File: config.mk
export PLATFORM = sky130hd
export DESIGN_NAME = alu_issue_buffer_flat
export DESIGN_NICKNAME = d
export VERILOG_FILES = /design/src/rtl/alu_issue_buffer_if.sv /design/src/rtl/alu_issue_buffer.sv /design/src/flat_wrapper.sv
export SDC_FILE = /design/constraint.sdc
export NUM_CORES = 1
export LEC_CHECK = 0
export BUFFER_PORTS_ARGS = -buffer_cell sky130_fd_sc_hd__buf_2
export CAP_MARGIN = 20
export CORE_MARGIN = 2
export CORE_UTILIZATION = 40
export CTS_CLUSTER_DIAMETER = 30
export DETAILED_ROUTE_END_ITERATION = 7
export GPL_ROUTABILITY_DRIVEN = 0
export GPL_TIMING_DRIVEN = 0
export HOLD_SLACK_MARGIN = 0.05
export PLACE_DENSITY_LB_ADDON = 0.2
export SYNTH_ARGS = -nofsm -noshare
export SYNTH_HDL_FRONTEND = slang
export SYNTH_SLANG_ARGS = --single-unit
File: constraint.sdc
create_clock -name i_clk -period 9.9 [get_ports i_clk]
set_input_delay 0.99 -clock i_clk [delete_from_list [all_inputs] [get_ports i_clk]]
set_output_delay 0.99 -clock i_clk [all_outputs]
set_load 0.01 [all_outputs]
File: src/rtl/alu_issue_buffer_if.sv
// alu_issue_buffer_if: operator/issue-package types and the decode/ALU-side bus of the issue buffer
package alu_issue_pkg;
  typedef enum logic [4:0] {
    ADD, SUB, XOR, OR, AND, SLL, SRL, SRA, SLT, SLTU, EQ, NE, LT, GE, LTU, GEU,
    MUL, MULH, MULHU, MULHSU, DIV, DIVU, REM, REMU, MIN, MAX
  } operator_e;
  typedef struct packed {
    logic        valid;
    operator_e   instr;
    logic [31:0] operand_a;
    logic [31:0] operand_b;
    logic [4:0]  rd_addr;
    logic        fwd_en;
  } alu_issue_s;
endpackage

interface alu_issue_buffer_if #(parameter int DEPTH = 4);
  import alu_issue_pkg::*;
  localparam int CNT_W = $clog2(DEPTH + 1);
  logic             i_dec_valid;
  logic             o_dec_ready;
  operator_e        i_dec_instr;
  logic [31:0]      i_dec_operand_a;
  logic [31:0]      i_dec_operand_b;
  logic [4:0]       i_dec_rd_addr;
  logic             i_dec_fwd_en;
  logic             i_alu_ready;
  logic             i_invalidate;
  alu_issue_s       o_abt_alu_pkg;
  logic [CNT_W-1:0] o_count;
  modport slave (
    input  i_dec_valid, i_dec_instr, i_dec_operand_a, i_dec_operand_b, i_dec_rd_addr,
           i_dec_fwd_en, i_alu_ready, i_invalidate,
    output o_dec_ready, o_abt_alu_pkg, o_count
  );
  modport master (
    output i_dec_valid, i_dec_instr, i_dec_operand_a, i_dec_operand_b, i_dec_rd_addr,
           i_dec_fwd_en, i_alu_ready, i_invalidate,
    input  o_dec_ready, o_abt_alu_pkg, o_count
  );
endinterface

File: src/rtl/alu_issue_buffer.sv
// alu_issue_buffer: in-order FIFO of decoded ALU operations presented to the ALU, flushable on mispredict
module alu_issue_buffer
  import alu_issue_pkg::*;
#(
  parameter  int DEPTH = 4,
  localparam int CNT_W = $clog2(DEPTH + 1),
  localparam int PTR_W = $clog2(DEPTH)
) (
  input logic                i_clk,
  input logic                i_rst_n,
  alu_issue_buffer_if.slave  bus
);
  alu_issue_s       mem [DEPTH];
  logic [PTR_W-1:0] wr_ptr, rd_ptr;
  logic [CNT_W-1:0] count;
  logic             vld, push, pop;
  assign vld             = (count != '0) & ~bus.i_invalidate;
  assign bus.o_dec_ready = (count != CNT_W'(DEPTH)) & ~bus.i_invalidate;
  assign push            = bus.i_dec_valid & bus.o_dec_ready;
  assign pop             = vld & bus.i_alu_ready;
  assign bus.o_count     = count;
  assign bus.o_abt_alu_pkg = vld ? mem[rd_ptr] : '0;
  // Storage write; x0 destinations are never marked forwardable
  always_ff @(posedge i_clk)
    if (push) mem[wr_ptr] <= '{valid: 1'b1, instr: bus.i_dec_instr,
                               operand_a: bus.i_dec_operand_a, operand_b: bus.i_dec_operand_b,
                               rd_addr: bus.i_dec_rd_addr,
                               fwd_en: bus.i_dec_fwd_en & (bus.i_dec_rd_addr != '0)};
  // Pointer and occupancy update; invalidate empties the buffer and overrides push/pop
  always_ff @(posedge i_clk or negedge i_rst_n)
    if (!i_rst_n) begin
      wr_ptr <= '0;
      rd_ptr <= '0;
      count  <= '0;
    end else if (bus.i_invalidate) begin
      wr_ptr <= '0;
      rd_ptr <= '0;
      count  <= '0;
    end else begin
      wr_ptr <= wr_ptr + PTR_W'(push);
      rd_ptr <= rd_ptr + PTR_W'(pop);
      count  <= count + CNT_W'(push) - CNT_W'(pop);
    end
endmodule

File: src/flat_wrapper.sv
// flat-port wrapper written by rule: the top's interface ports become plain ports
module alu_issue_buffer_flat import alu_issue_pkg::*;
#(
  parameter  int DEPTH = 4,
  localparam int CNT_W = $clog2(DEPTH + 1),
  localparam int PTR_W = $clog2(DEPTH)
)
  (i_clk, i_rst_n, bus_i_dec_valid, bus_i_dec_instr, bus_i_dec_operand_a, bus_i_dec_operand_b, bus_i_dec_rd_addr, bus_i_dec_fwd_en, bus_i_alu_ready, bus_i_invalidate, bus_o_dec_ready, bus_o_abt_alu_pkg, bus_o_count);
  alu_issue_buffer_if #(.DEPTH(DEPTH)) bus_i ();
  input logic i_clk;
  input logic i_rst_n;
  input wire logic [$bits(bus_i.i_dec_valid)-1:0] bus_i_dec_valid;
  input wire logic [$bits(bus_i.i_dec_instr)-1:0] bus_i_dec_instr;
  input wire logic [$bits(bus_i.i_dec_operand_a)-1:0] bus_i_dec_operand_a;
  input wire logic [$bits(bus_i.i_dec_operand_b)-1:0] bus_i_dec_operand_b;
  input wire logic [$bits(bus_i.i_dec_rd_addr)-1:0] bus_i_dec_rd_addr;
  input wire logic [$bits(bus_i.i_dec_fwd_en)-1:0] bus_i_dec_fwd_en;
  input wire logic [$bits(bus_i.i_alu_ready)-1:0] bus_i_alu_ready;
  input wire logic [$bits(bus_i.i_invalidate)-1:0] bus_i_invalidate;
  output wire logic [$bits(bus_i.o_dec_ready)-1:0] bus_o_dec_ready;
  output wire logic [$bits(bus_i.o_abt_alu_pkg)-1:0] bus_o_abt_alu_pkg;
  output wire logic [$bits(bus_i.o_count)-1:0] bus_o_count;
  assign bus_i.i_dec_valid = bus_i_dec_valid;
  assign bus_i.i_dec_instr = bus_i_dec_instr;
  assign bus_i.i_dec_operand_a = bus_i_dec_operand_a;
  assign bus_i.i_dec_operand_b = bus_i_dec_operand_b;
  assign bus_i.i_dec_rd_addr = bus_i_dec_rd_addr;
  assign bus_i.i_dec_fwd_en = bus_i_dec_fwd_en;
  assign bus_i.i_alu_ready = bus_i_alu_ready;
  assign bus_i.i_invalidate = bus_i_invalidate;
  assign bus_o_dec_ready = bus_i.o_dec_ready;
  assign bus_o_abt_alu_pkg = bus_i.o_abt_alu_pkg;
  assign bus_o_count = bus_i.o_count;
  alu_issue_buffer #(.DEPTH(DEPTH)) u_core (.i_clk(i_clk), .i_rst_n(i_rst_n), .bus(bus_i));
endmodule
# Word-level counts from Yosys, hierarchy flattened
# Memory sizes are Yosys's and may differ from the RTL's.
# Index checks and enable logic that the tools add are counted.
[word_totals] regBits=7 ramBits=300 input_bits=80 elab_cells=23 mem_count=1
[memory_table] name="u_core.mem" depth=4 width=75 read_ports=1 rd_clocked_by_memory_dff=0 write_ports=1 line_no="alu_issue_buffer.sv:13" text="alu_issue_s mem [DEPTH];"
[classes] n_addsub=4 eq_ne=1 muxes=6 n_bitwise=6 n_reduce_logical=2
[op_table] op="76-bit two-way mux" count=1
[op_table] op="1-bit AND" count=5
[op_table] op="5-bit nonzero test" count=1
[op_table] op="2-bit by 1-bit adder with 2-bit output" count=2
[op_table] op="2-bit two-way mux" count=2
[op_table] op="3-bit by 1-bit adder with 3-bit output" count=1
[op_table] op="3-bit two-way mux" count=1
[op_table] op="3-bit != test (second input constant)" count=1
[op_table] op="3-bit nonzero test" count=1
[op_table] op="3-bit by 1-bit subtractor with 3-bit output" count=1
[op_table] op="1-bit two-way mux" count=2
[op_table] op="1-bit NOT" count=1

# Depth between registers and ports, before layout
[logic_depth] depth_word=6 mapped_depth=10 mapped_depth_nobuf=9

# Worst setup path before layout
# No wires, ideal clock.
[synth_path] path_type="input to register" startpoint="input bus_i_invalidate" endpoint="memory u_core.mem[1][0] (netlist bit) (enable)" setup_time_ns=0.719 t_arrival_ns=8.899 required_ns=9.181 setup_slack_ns=0.282 stages=2 cell_sequence="nand2b_1 nor4b_1"
[synth_via] elab_chain_cells=5
[synth_rtl] element="start: declaration" line_no="flat_wrapper.sv:19" text="input wire logic [$bits(bus_i.i_invalidate)-1:0] bus_i_invalidate;"
[synth_rtl] element="1-bit NOT" line_no="alu_issue_buffer.sv:18" text="assign bus.o_dec_ready = (count != CNT_W'(DEPTH)) & ~bus.i_invalidate;"
[synth_rtl] element="1-bit AND" line_no="alu_issue_buffer.sv:18"
[synth_rtl] element="1-bit AND" line_no="alu_issue_buffer.sv:19" text="assign push = bus.i_dec_valid & bus.o_dec_ready;"
[synth_rtl] element="1-bit two-way mux" line_no="alu_issue_buffer.sv:25" text="if (push) mem[wr_ptr] <= '{valid: 1'b1, instr: bus.i_dec_instr,"
[synth_rtl] element="1-bit two-way mux (implied by the code)" line_no="alu_issue_buffer.sv:25"
[synth_rtl] element="end: declaration" line_no="alu_issue_buffer.sv:13"
# Every way passes these cells.

# Worst setup path after layout
[layout_path] startpoint="register u_core.count[1], in the netlist u_core.bus.o_count[1]" endpoint="output bus_o_abt_alu_pkg[40]"
[layout_via] elab_chain_cells=3
[layout_rtl] element="start: declaration" line_no="alu_issue_buffer.sv:15" text="logic [CNT_W-1:0] count;"
[layout_rtl] element="start signal: assignment" line_no="alu_issue_buffer.sv:42" text="count <= count + CNT_W'(push) - CNT_W'(pop);"
[layout_rtl] element="3-bit nonzero test" line_no="alu_issue_buffer.sv:17" text="assign vld = (count != '0) & ~bus.i_invalidate;"
[layout_rtl] element="1-bit AND" line_no="alu_issue_buffer.sv:17"
[layout_rtl] element="76-bit two-way mux" line_no="alu_issue_buffer.sv:22" text="assign bus.o_abt_alu_pkg = vld ? mem[rd_ptr] : '0;"
[layout_rtl] element="end: declaration" line_no="flat_wrapper.sv:21" text="output wire logic [$bits(bus_i.o_abt_alu_pkg)-1:0] bus_o_abt_alu_pkg;"
# Every way passes these cells.

==> summary.md <==
| Metric | Value |
|---|---|
| Final Instance Area | `about 0.016 mm²` |
| Tot Pwr | `0.00442 W` |
| Worst R2R End | `u_core.bus.o_count[2]` |
| Syn nets | `607` |
| Fin cells | `1250` |
| Critical Path End Type | `output pin` |
| Peak supply drop | `0.161 mV` |
| Placement Cell Area | `0.0137 mm²` |
| Root Driver | `clkbuf_16` |
| Netlist Area Pre-Place | `0.0120 mm²` |
| Setup Crit Path Kind | `reg -> out` |
| Crit-path max FO | `10` |
| Pre-CTS setup slack | `6.33 ns` |
| Routed Antenna Nets | `0` |
| Die H | `177 µm` |
| Share of post-route cells with drive strength above 1 | `49.1%` |
| Final #Nets | `886` |
| DRT Pass-1 Iters | `6` |
| Post-Route WL | `26.2 mm` |
| Syn_area_per_cell | `~23 µm²` |
| HPWL Detailed | `between 15 and 20 mm` |
| Core area | `between 0.02 and 0.03 mm²` |
| Clk sinks | `307` |
| Total die area | `0.0313 mm²` |
| Post-CTS Hold Buffers | `0` |
| CTS Buf Count | `69` |
| Critical path's most frequent cell | `clkbuf_1` |
| Clock Tree Buf Depth | `3` |
| Yosys warnings | `0` |
| Vias in the first global route | `between 6000 and 7000` |
| Power density cells | `approximately 270 mW/mm²` |
| Fmax | `278 MHz` |
| Worst Setup Slack, final | `about 6.3 ns` |
| Hold/Removal Path Class | `in -> async` |
| Critical Path Max Stage Delay | `0.47 ns` |
| Num rows | `63` |
| WL/cell | `20.9 µm` |
| Vias/cell | `5.04` |
| Commonest non-fill, non-tap cell in the layout | `edfxtp_1` |
| Worst R2R Path Depth | `10` |
| Total grt overflow | `0` |
| Worst EP required | `between 8 and 9 ns` |
| Commonest cells after routing, fill and taps aside | `300 x edfxtp_1, 165 x buf_2, 76 x and3b_1, 75 x mux4_2, 69 x clkbuf_16` |
| CTS tree | `done` |
| H-tree levels | `3` |
| Post-cts resize count | `0` |
| Final slew viol count | `0` |
| GRT Overall Usage | `17.0%` |
| Worst R2R Start | `u_core.bus.o_count[1]` |
| I/O pin total | `160` |
| Post-synthesis sequential area ratio | `76.8%` |
| Via count of the routed design | `6305` |
| Initial antenna violation count | `6` |
| Register-to-register setup slack | `6.97 ns` |
| Critical Path AT | `2.61 ns` |
| Slowest CP cell | `clkbuf_1` |
| Initial DRC Count | `344` |
| DIE WIDTH | `177 µm` |
| Reg clk slew, reported paths | `about 0.050 ns` |
| Yosys cell types | `24` |
| Post-Synthesis Cells | `approximately 520` |
| Fillers | `2362` |
| DR DRC count | `0` |
| Final hold vios | `0` |
| Worst Max-Slew Pin Slew | `1.07 ns` |
| Pin count of the biggest net entering global routing | `12` |
| Placed insts | `1120` |
| Layout area overhead | `35.2%` |
| Clock Latency Late Sink | `0.56 ns` |
| Max-capacitance violation count | `0` |
| Fin crit share | `36.4%` |
| Setup Skew | `0.0306 ns` |
| Status | `complete, no violations` |
| Worst rel slew slack | `28.3%` |
| Setup-failing EPs final | `0` |
| Critical path cell sequence | `or3_1, clkbuf_1, clkbuf_1, and3b_1, buf_2` |
| Post-CTS Setup Inserts | `0` |
| Post-Route Utilization | `54.7%` |
| PortBufs | `159` |
| Period minus WS final | `3.60 ns` |
| Initial Util | `40.5%` |
| Synth Register Bits | `307` |
| RSZ-0062 raised after global routing | `no` |
| Lkg Pwr | `6.13 nW` |
| Global-route wire length before repair | `39.7 mm` |
| Worst setup SP type | `flip-flop` |
layout make-up:
| type | instances | area, µm² | area share, % |
|---|---|---|---|
| clock inverter | 54 | 721 | 4.46 |
| sequential | 307 | 9180 | 56.8 |
| clock buffer | 73 | 1740 | 10.8 |
| tap | 390 | 488 | 3.02 |
| buffer | 34 | 188 | 1.16 |
| inverter | 3 | 11.3 | 0.0696 |
| multi-input combinational | 178 | 2620 | 16.2 |
| timing repair buffer | 208 | 1220 | 7.52 |
| antenna | 3 | 7.51 | 0.0464 |
report_power, final:
group,switching (W),total (W),internal [W]
Sequential,0.0000172,0.00151,0.00149
Clock,0.000765,0.00234,0.00157
Combinational,0.000311,0.000571,0.000260
Total,0.00109,0.00442,0.00332
routing by layer:
metal / global-route usage (%) / wire length [µm] / vias to the layer above / part of all wire (%)
met5: 0 / 41 / - / 0.16
met4: 5.85 / 427 / 6 / 1.6
met3: 5.61 / 2010 / 43 / 7.7
met2: 28.4 / 13000 / 195 / 50
met1: 20.9 / 10700 / 3267 / 41
li1: - / - / 2794 / -
state kept, by name, summed over array words and instances, names as in the netlist:
| signal | cells |
|---|---|
| u_core.mem | 300 |
| u_core.rd_ptr | 2 |
| u_core.bus.o_count | 3 |
| u_core.wr_ptr | 2 |
stage by stage:
step / setup TNS, ns / hold WS, ns
2_1_floorplan: 0 / 0.548
3_5_place_dp: 0 / 0.645
6_report: 0 / 0.260
3_3_place_gp: -1878.68 / 0.570
5_1_grt: 0 / 0.255
4_1_cts: 0 / 0.243
cells by family after synthesis:
| group | synth area share (%) |
|---|---|
| adder cells (fa/ha/maj) | 0.586 |
| flip-flops | 76.8 |
| AND/OR/NAND/NOR | 6.47 |
| AO/OA/AOI/OAI | 0.0628 |
| buffers and inverters | 1.66 |
| multiplexers | 14.1 |
| XOR/XNOR | 0.335 |
critical path, delay by kind of cell, from the launching register on:
family / cells / cell delay [ns]
flops: 1 / 0.44
simple gates: 2 / 0.60
buf+inv: 3 / 1.01
worst max path at each step:
stage / from / to / slack [ns] / cells after the start
final: u_core.bus.o_count[1] / bus_o_abt_alu_pkg[40] / 6.30 / 5
after global routing: u_core.bus.o_count[1] / bus_o_abt_alu_pkg[58] / 6.09 / 5
after CTS: u_core.bus.o_count[1] / bus_o_abt_alu_pkg[40] / 6.16 / 5
after detailed placement: bus_i_invalidate / bus_o_abt_alu_pkg[67] / 6.33 / 5
after global placement: bus_i_invalidate / u_core.mem[2][47] / -6.83 / 3
after floorplan: bus_i_invalidate / u_core.mem[1][0] / 0.28 / 2
synth_stat cells (all sizes together):
library cell	count	share of area, %
edfxtp	300	75
or4	1	0.063
nor4b	2	0.15
ha	4	0.42
o21a	1	0.063
nand2b	1	0.052
nor4bb	1	0.084
nor3b	1	0.063
nor4	1	0.052
nor2b	4	0.21
mux4	75	14
inv	3	0.094
buf	17	1.0
fa	1	0.17
and3b	76	5.6
clkbuf	17	0.53
xnor3	1	0.19
xnor2	2	0.15
nor2	6	0.19
or3	1	0.052
dfrtp	7	1.5
(Power assumes the default switching activity.)
